===== config.mk =====
export PLATFORM = sky130hd
export DESIGN_NAME = run_ctrl_monitor
export DESIGN_NICKNAME = d
export VERILOG_FILES = /design/src/rtl/run_ctrl_monitor.sv
export SDC_FILE = /design/constraint.sdc
export NUM_CORES = 1
export LEC_CHECK = 0
export ABC_AREA = 1
export CORE_MARGIN = 8
export CORE_UTILIZATION = 25
export DETAILED_ROUTE_END_ITERATION = 7
export PLACE_DENSITY = 0.45
export SETUP_SLACK_MARGIN = 0.15
export SYNTH_ARGS = -nofsm -noshare
export SYNTH_HDL_FRONTEND = slang
export SYNTH_SLANG_ARGS = --single-unit

===== constraint.sdc =====
create_clock -name clk -period 4.05 [get_ports clk]
set_input_delay 1.215 -clock clk [delete_from_list [all_inputs] [get_ports clk]]
set_output_delay 1.215 -clock clk [all_outputs]
set_load 0.02 [all_outputs]

===== src/rtl/run_ctrl_monitor.sv =====
`default_nettype none
// +-------------------------------------------------------------------------+
// | Module  : run_ctrl_monitor                                              |
// | Counts cycles/retires/events, halts the core at a retire limit, then    |
// | streams a PC snapshot and the register file over valid/ready.           |
// | Option  : RCM_DUMP_CHECKSUM_EN appends an XOR checksum beat.            |
// | Revision: 1.0                                                           |
// +-------------------------------------------------------------------------+
module run_ctrl_monitor #(
  parameter int CNT_W     = 32,
  parameter int XLEN      = 32,
  parameter int NREGS     = 32,
  parameter int NUM_EVT   = 4,
  parameter int DRAIN_CYC = 4
) (
  input  logic                     clk,
  input  logic                     rst,
  input  logic                     start_i,
  input  logic [CNT_W-1:0]         run_limit_i,
  input  logic                     retire_i,
  input  logic [NUM_EVT-1:0]       evt_i,
  input  logic [XLEN-1:0]          pc_i,
  output logic                     halt_o,
  output logic [$clog2(NREGS)-1:0] rf_raddr_o,
  input  logic [XLEN-1:0]          rf_rdata_i,
  output logic                     dump_valid_o,
  input  logic                     dump_ready_i,
  output logic [$clog2(NREGS)+1:0] dump_idx_o,
  output logic [XLEN-1:0]          dump_data_o,
  output logic                     done_o,
  output logic [CNT_W-1:0]         cycle_cnt_o,
  output logic [CNT_W-1:0]         instret_o,
  output logic [NUM_EVT*CNT_W-1:0] evt_cnt_o
);

  localparam int c_aw = $clog2(NREGS);
  localparam int c_iw = c_aw + 2;
  localparam int c_dw = (DRAIN_CYC > 1) ? $clog2(DRAIN_CYC) : 1;
  localparam logic [CNT_W-1:0] c_cnt_one  = CNT_W'(1);
  localparam logic [c_iw-1:0]  c_idx_one  = c_iw'(1);
  localparam logic [c_dw-1:0]  c_drn_one  = c_dw'(1);
  localparam logic [c_dw-1:0]  c_drn_last = c_dw'(DRAIN_CYC - 1);
`ifdef RCM_DUMP_CHECKSUM_EN
  localparam logic [c_iw-1:0]  c_last_idx = c_iw'(NREGS + 1);
`else
  localparam logic [c_iw-1:0]  c_last_idx = c_iw'(NREGS);
`endif

  typedef enum logic [2:0] {
    ST_IDLE  = 3'd0,
    ST_RUN   = 3'd1,
    ST_DRAIN = 3'd2,
    ST_DUMP  = 3'd3,
    ST_DONE  = 3'd4
  } state_t;

  state_t            state_q;
  logic [CNT_W-1:0]  limit_q;
  logic [CNT_W-1:0]  cyc_q;
  logic [CNT_W-1:0]  inst_q;
  logic [CNT_W-1:0]  evt_q [NUM_EVT];
  logic [XLEN-1:0]   pc_snap_q;
  logic [c_dw-1:0]   drain_q;
  logic [c_iw-1:0]   idx_q;
  logic [c_aw-1:0]   raddr_q;
  logic              valid_q;
  logic              halt_q;
  logic              done_q;
`ifdef RCM_DUMP_CHECKSUM_EN
  logic [XLEN-1:0]   csum_q;
`endif
  logic [XLEN-1:0]   w_beat_data;
  logic              w_limit_hit;

  function automatic logic [CNT_W-1:0] sat_inc(input logic [CNT_W-1:0] v);
    return (&v) ? v : v + c_cnt_one;
  endfunction

  // A saturated instret wraps to zero here, which never equals a nonzero limit.
  assign w_limit_hit = (limit_q != '0) && retire_i && ((inst_q + c_cnt_one) == limit_q);

  always_comb begin
    w_beat_data = rf_rdata_i;
    if (idx_q == '0) w_beat_data = pc_snap_q;
`ifdef RCM_DUMP_CHECKSUM_EN
    else if (idx_q == c_last_idx) w_beat_data = csum_q;
`endif
  end

  always_ff @(posedge clk or negedge rst) begin
    if (!rst) begin
      state_q   <= ST_IDLE;
      limit_q   <= '0;
      cyc_q     <= '0;
      inst_q    <= '0;
      for (int i = 0; i < NUM_EVT; i++) evt_q[i] <= '0;
      pc_snap_q <= '0;
      drain_q   <= '0;
      idx_q     <= '0;
      raddr_q   <= '0;
      valid_q   <= 1'b0;
      halt_q    <= 1'b0;
      done_q    <= 1'b0;
`ifdef RCM_DUMP_CHECKSUM_EN
      csum_q    <= '0;
`endif
    end else begin
      // Counters run through DRAIN so in-flight retires are still accounted for.
      if (state_q == ST_RUN || state_q == ST_DRAIN) begin
        cyc_q <= sat_inc(cyc_q);
        if (retire_i) inst_q <= sat_inc(inst_q);
        for (int i = 0; i < NUM_EVT; i++) begin
          if (evt_i[i]) evt_q[i] <= sat_inc(evt_q[i]);
        end
      end

      case (state_q)
        ST_IDLE, ST_DONE: begin
          if (start_i) begin
            cyc_q   <= '0;
            inst_q  <= '0;
            for (int i = 0; i < NUM_EVT; i++) evt_q[i] <= '0;
            limit_q <= run_limit_i;
            halt_q  <= 1'b0;
            done_q  <= 1'b0;
            idx_q   <= '0;
            raddr_q <= '0;
            state_q <= ST_RUN;
          end
        end
        ST_RUN: begin
          if (w_limit_hit) begin
            pc_snap_q <= pc_i;
            drain_q   <= '0;
            halt_q    <= 1'b1;
            state_q   <= ST_DRAIN;
          end
        end
        ST_DRAIN: begin
          if (drain_q == c_drn_last) begin
            idx_q   <= '0;
            raddr_q <= '0;
            valid_q <= 1'b1;
`ifdef RCM_DUMP_CHECKSUM_EN
            csum_q  <= '0;
`endif
            state_q <= ST_DUMP;
          end else begin
            drain_q <= drain_q + c_drn_one;
          end
        end
        ST_DUMP: begin
          if (valid_q && dump_ready_i) begin
`ifdef RCM_DUMP_CHECKSUM_EN
            csum_q <= csum_q ^ w_beat_data;
`endif
            if (idx_q == c_last_idx) begin
              valid_q <= 1'b0;
              done_q  <= 1'b1;
              state_q <= ST_DONE;
            end else begin
              // Beat k+1 reads register k.
              raddr_q <= c_aw'(idx_q);
              idx_q   <= idx_q + c_idx_one;
            end
          end
        end
        default: state_q <= ST_IDLE;
      endcase
    end
  end

  assign halt_o       = halt_q;
  assign done_o       = done_q;
  assign dump_valid_o = valid_q;
  assign dump_idx_o   = idx_q;
  assign rf_raddr_o   = raddr_q;
  assign dump_data_o  = valid_q ? w_beat_data : '0;
  assign cycle_cnt_o  = cyc_q;
  assign instret_o    = inst_q;

  generate
    for (genvar gi = 0; gi < NUM_EVT; gi++) begin : g_evt_out
      assign evt_cnt_o[gi*CNT_W +: CNT_W] = evt_q[gi];
    end
  endgenerate

endmodule
`default_nettype wire


Word-level counts from Yosys, hierarchy flattened
Index checks and enable logic that the tools add are counted.
{"block": "word_totals", "output_inout_bits": 239, "regBits": 276, "word_cells": 115, "input_bits": 105}
{"block": "classes", "reduce_logical": 27, "n_eq_ne": 14, "n_mux": 51, "add_sub_neg": 8}
{"cell": "32-bit 2-to-1 mux", "n": 19}
{"cell": "128-bit 2-to-1 mux", "n": 3}
{"cell": "32-bit by 1-bit adder with 32-bit output, second input constant", "n": 6}
{"cell": "32-bit AND reduction", "n": 6}
{"cell": "32-bit equality test", "n": 1}
{"cell": "32-bit nonzero test", "n": 1}
{"cell": "7-bit 2-to-1 mux", "n": 4}
{"cell": "7-bit one-hot mux with 3 select lines", "n": 1}
{"cell": "5-bit 2-to-1 mux", "n": 4}
{"cell": "3-bit 2-to-1 mux", "n": 5}
{"cell": "5-bit one-hot mux with 3 select lines", "n": 1}
{"cell": "2-bit inequality test, second input constant", "n": 6}
{"cell": "3-bit one-hot mux with 4 select lines", "n": 1}
{"cell": "5-bit AND reduction", "n": 2}
{"cell": "4-bit AND reduction", "n": 2}
{"cell": "2-bit nonzero test", "n": 4}
{"cell": "7-bit by 1-bit adder with 7-bit output, second input constant", "n": 1}
{"cell": "7-bit by 6-bit equality test with 1-bit output, second input constant", "n": 1}
{"cell": "7-bit zero test", "n": 1}
{"cell": "1-bit 2-to-1 mux", "n": 7}
{"cell": "3-bit by 2-bit equality test with 1-bit output, second input constant", "n": 2}
{"cell": "1-bit one-hot mux with 2 select lines", "n": 3}
{"cell": "3-bit AND reduction", "n": 2}
{"cell": "2-bit 2-to-1 mux", "n": 2}
{"cell": "12 further kinds", "n": 15}

Longest topological paths before layout
{"block": "depth", "word_depth": 6, "mapped_depth": 18, "ltp_nobuf": 18}

Worst setup path before layout
OpenSTA, ideal clock, no wires.
{"block": "synth_timing", "kind": "register -> output", "start": "register idx_q[0], in the netlist dump_idx_o[0]", "end": "output port dump_data_o[10]", "slack_ps": 1024, "required_time_ps": 2835, "arrival_ps": 1811, "stages_incl_launch_ff": 10, "path_cell_list": "dfrtp_1 > inv_1 > ha_1 > nand2_1 > nor2_1 > nand2_1 > inv_1 > clkbuf_1 > nor2_1 > nor2_1"}
{"block": "synth_between", "elab_chain_cells": 3}
{"element": "start: declaration", "line": "64", "source": "logic [c_iw-1:0] idx_q;"}
{"element": "start signal: assignment", "line": "164", "source": "idx_q <= idx_q + c_idx_one;"}
{"element": "7-bit zero test", "line": "84", "source": "if (idx_q == '0) w_beat_data = pc_snap_q;"}
{"element": "32-bit 2-to-1 mux", "line": "84"}
{"element": "32-bit 2-to-1 mux", "line": "178", "source": "assign dump_data_o = valid_q ? w_beat_data : '0;"}
{"element": "end: declaration", "line": "29", "source": "output logic [XLEN-1:0] dump_data_o,"}
No other way between the ends.

Worst setup path in the final report
{"block": "layout_timing", "start": "register idx_q[0], in the netlist dump_idx_o[0]", "end": "output port dump_data_o[4]"}
The elaborated chain is that of the path after synthesis.

==> flow_summary.toml <==
[clock_network]
clk_latency_ps = 540
clkTransAtPathRegs_ps = 50
cts_buffers = 38
cts_tree = "yes"
cts.sinks = 276
htree_num_levels = 2
cts_setup_buffers = 0
holdBufCountCts = 0
clock_path_buffers = 3
cts-root-buf = "clkbuf_16"

[synth]
synth_top_area_share_pct = 42.2
synth_seq_area_share_pct = 42.2
synth_top_family_by_area = "simple AND/OR/NAND/NOR gates"
synth_edf_count = 0
postSynthAreaPerCell_sq_um = 7.08
syn_nets = 2423
synth_ff_type = "dfrtp_1"
yosys.area_share.simple_pct = 34.5
synth.largest_area_cell = "dfrtp_1"
async_flop_share_pct = 100
syn_area_sq_um = 16400
synth.most_common_cell = "nand2_1"
muxShareOfSynthArea_pct = 0
synth_common_cells = "nand2_1, nor2_1, dfrtp_1, inv_1, o21ai_0"
synth_seq_cells = 276
ys_top_cells_by_area = "dfrtp_1, nand2_1, nor2_1"
synth_compound_area_share_pct = 10.8
synthXorXnorAreaFrac_pct = 4.35
synth_cells = 2309
synthAdderAreaFrac_pct = 0.689
ys_warn_count = 0
ys_types = 48

[timing]
tightest_slew_ps = 948
fmax_mhz = 272
drv_slew = 0
finalSetupViolations = 0
slew_headroom_pct = 36.8
hold_ws_ps = 470
skew_ps = 12.8
layout_min_cycle_time_ps = 3670
period_share_pct = 90.6
finalHoldViolations = 0
rsz0062_at_grt = "false"

[final_layout]
synthToLayoutAreaGrowth_pct = 35.0
drive_gt1_share_pct = 4.56
nets = 2763

[worst_setup_path]
critPathBufInv = 4
reg2reg_slack_ps = 1140
cp.arrival_ps = 2460
critPathMaxStageDelay_ps = 390
r2r_end = "state_q[0]"
critical-path-top-delay-family = "buffers and inverters"
path_class = "flip-flop to output pin"
cp.required_ps = 2830
critPathSlowestCell = "dfrtp_1"
rr_startpoint = "instret_o[0]"
end_kind = "output pin"
worst-r2r-cell-count = 18
start_kind = "flip-flop"
worstPathMaxFanout = 32
startpoint = "dump_idx_o[0]"
cp_cell_sequence = "inv_1 -> ha_1 -> nand2_1 -> nor2_2 -> nand2_1 -> inv_1 -> buf_12 -> nor2_1 -> nor2_1 -> clkdlybuf4s15_1"

[floorplanning]
core_area_sq_um = 64600
start_util_pct = 25.3
ios = 344
die-area_sq_um = 73800
row_count = 93
die_x_microns = 272
die_h_microns = 272

[power_and_ir_drop]
powerDensity_nw_per_um2 = 676
irDropWorstVdd_v = 0.000287
total_power_mw = 14.9
p_leak_nw = 9.80

[worst_hold_path]
hp-start = "pc_snap_q[13]"
min_to = "pc_snap_q[13]"
min_path_type = "flip-flop to flip-flop"
hold_depth = 2

[run]
drv_cap = 0

[global_route]
grt-busiest-layer = "met2"
grt_pass1_wl_microns = 96900
grt_use_met2_pct = 26.8
overflow = 0
grt_pass1_vias = 16500
grtUsageMet3_pct = 4.96
grt_max_degree = 139
met1_usage_pct = 20.6
antenna_found_initial = 1
grt.total_usage_pct = 16.3

[drt]
dr.pass1.iters = 7
drc = 0
wire_per_inst_microns = 17.5
drt_wl_total_microns = 61800
viasPerCell = 4.70
ant_nets = 0
vias = 16600
first_iter_violations = 941

[place]
portBuffers = 343
hpwlAfterDp_microns = 45900
globalplace.congestion = 0.902

[status]
outcome = "finished clean"
-- state kept, by name, indices dropped and copies added (netlist names), 2 cells and up --
| name | flops |
|---|---|
| state_q | 3 |
| rf_raddr_o | 5 |
| drain_q | 2 |
| instret_o | 32 |
| evt_cnt_o | 128 |
| pc_snap_q | 32 |
| limit_q | 32 |
| cycle_cnt_o | 32 |
| dump_idx_o | 7 |
-- cell families (layout without fill, tap and decap cells) --
logic type                 Yosys count  in the layout
and+or+nand+nor                   1299           1299
buffers and inverters              317            685
AOI/OAI and AO/OA                  330            330
other                                0              1
xor gates and xnor gates            78             78
DFF                                276            276
adders and majority gates            9              9
-- cells in the final DEF (no fill, tap or decap), types with 11 or more instances in the layout --
cell	synthesis	routed
inv_2	11	11
clkbuf_16	0	39
o21a_1	14	14
nand2_1	533	533
nand4_1	77	77
dlygate4sd2_1	0	21
a21oi_1	111	111
clkdlybuf4s50_1	0	310
o21ai_0	169	165
nor2_1	374	372
xor2_1	41	41
nor4_1	14	14
nor3_1	83	83
clkbuf_8	0	11
dfrtp_1	276	276
inv_1	241	241
xnor2_1	35	35
nand3_1	167	167
-- per-stage QoR --
stage	cell area (sq um)	utilization, %	worst slack, ps	std cells	setup TNS, ps
2_1_floorplan	16400	-	1020	2309	0
3_3_place_gp	20800	32.3	211	3464	0
3_5_place_dp	20800	32.3	212	3464	0
4_1_cts	22000	34.1	-86.2	3532	-168
5_1_grt	22100	34.2	157	3532	0
6_report	22100	34.2	379	3533	0
-- worst max path at each step --
stage | depth (start not counted) | to
floorplan | 9 | dump_data_o[10]
global placement | 4 | dump_data_o[0]
detailed placement | 4 | dump_data_o[0]
CTS | 9 | dump_data_o[0]
global route | 10 | dump_data_o[4]
finish | 10 | dump_data_o[4]
-- worst register-to-register path, cell delays in order, from the launching register on --
cell	delay, ps
dfrtp_1	490
ha_1	230
nand2_2	130
nor2_8	190
nand2_2	120
nor2_4	290
nand2_1	90
nand2_1	90
nand2_1	50
nand2_1	90
nand2_1	60
nor2_1	100
nand2_1	60
nor2_1	190
nand3_1	200
nand2_1	200
nand2_1	100
nand2_1	70
nand2_1	50
-- routing by layer --
| metal | routed length [microns] | share of wire (%) |
|---|---|---|
| met1 | 27400 | 44 |
| met4 | 1350 | 2.2 |
| met2 | 28600 | 46 |
| met5 | 0 | 0 |
| met3 | 4410 | 7.1 |
-- final cells by class --
cell class,instances,area [sq um]
tap,855,1070
clock buffer,60,1160
timing repair buffer,361,3660
antenna,1,2.50
sequential,276,6910
multi-input combinational,1716,8230
fill,6878,42500
clock inverter,8,68.8
inverter,256,966
-- what timing repair did --
item	in CTS	in global routing
pin swaps	0	0
endpoints found under the setup margin	32	16
gates resized for setup	22	17
-- power by group --
part	internal, mW	switching (mW)	leakage, nW	total (mW)
Sequential	3.53	1.04	3.63	4.57
Clock	2.03	1.31	0.614	3.34
Combinational	2.67	4.35	5.55	7.02
Power figures use the tool's default switching activity.
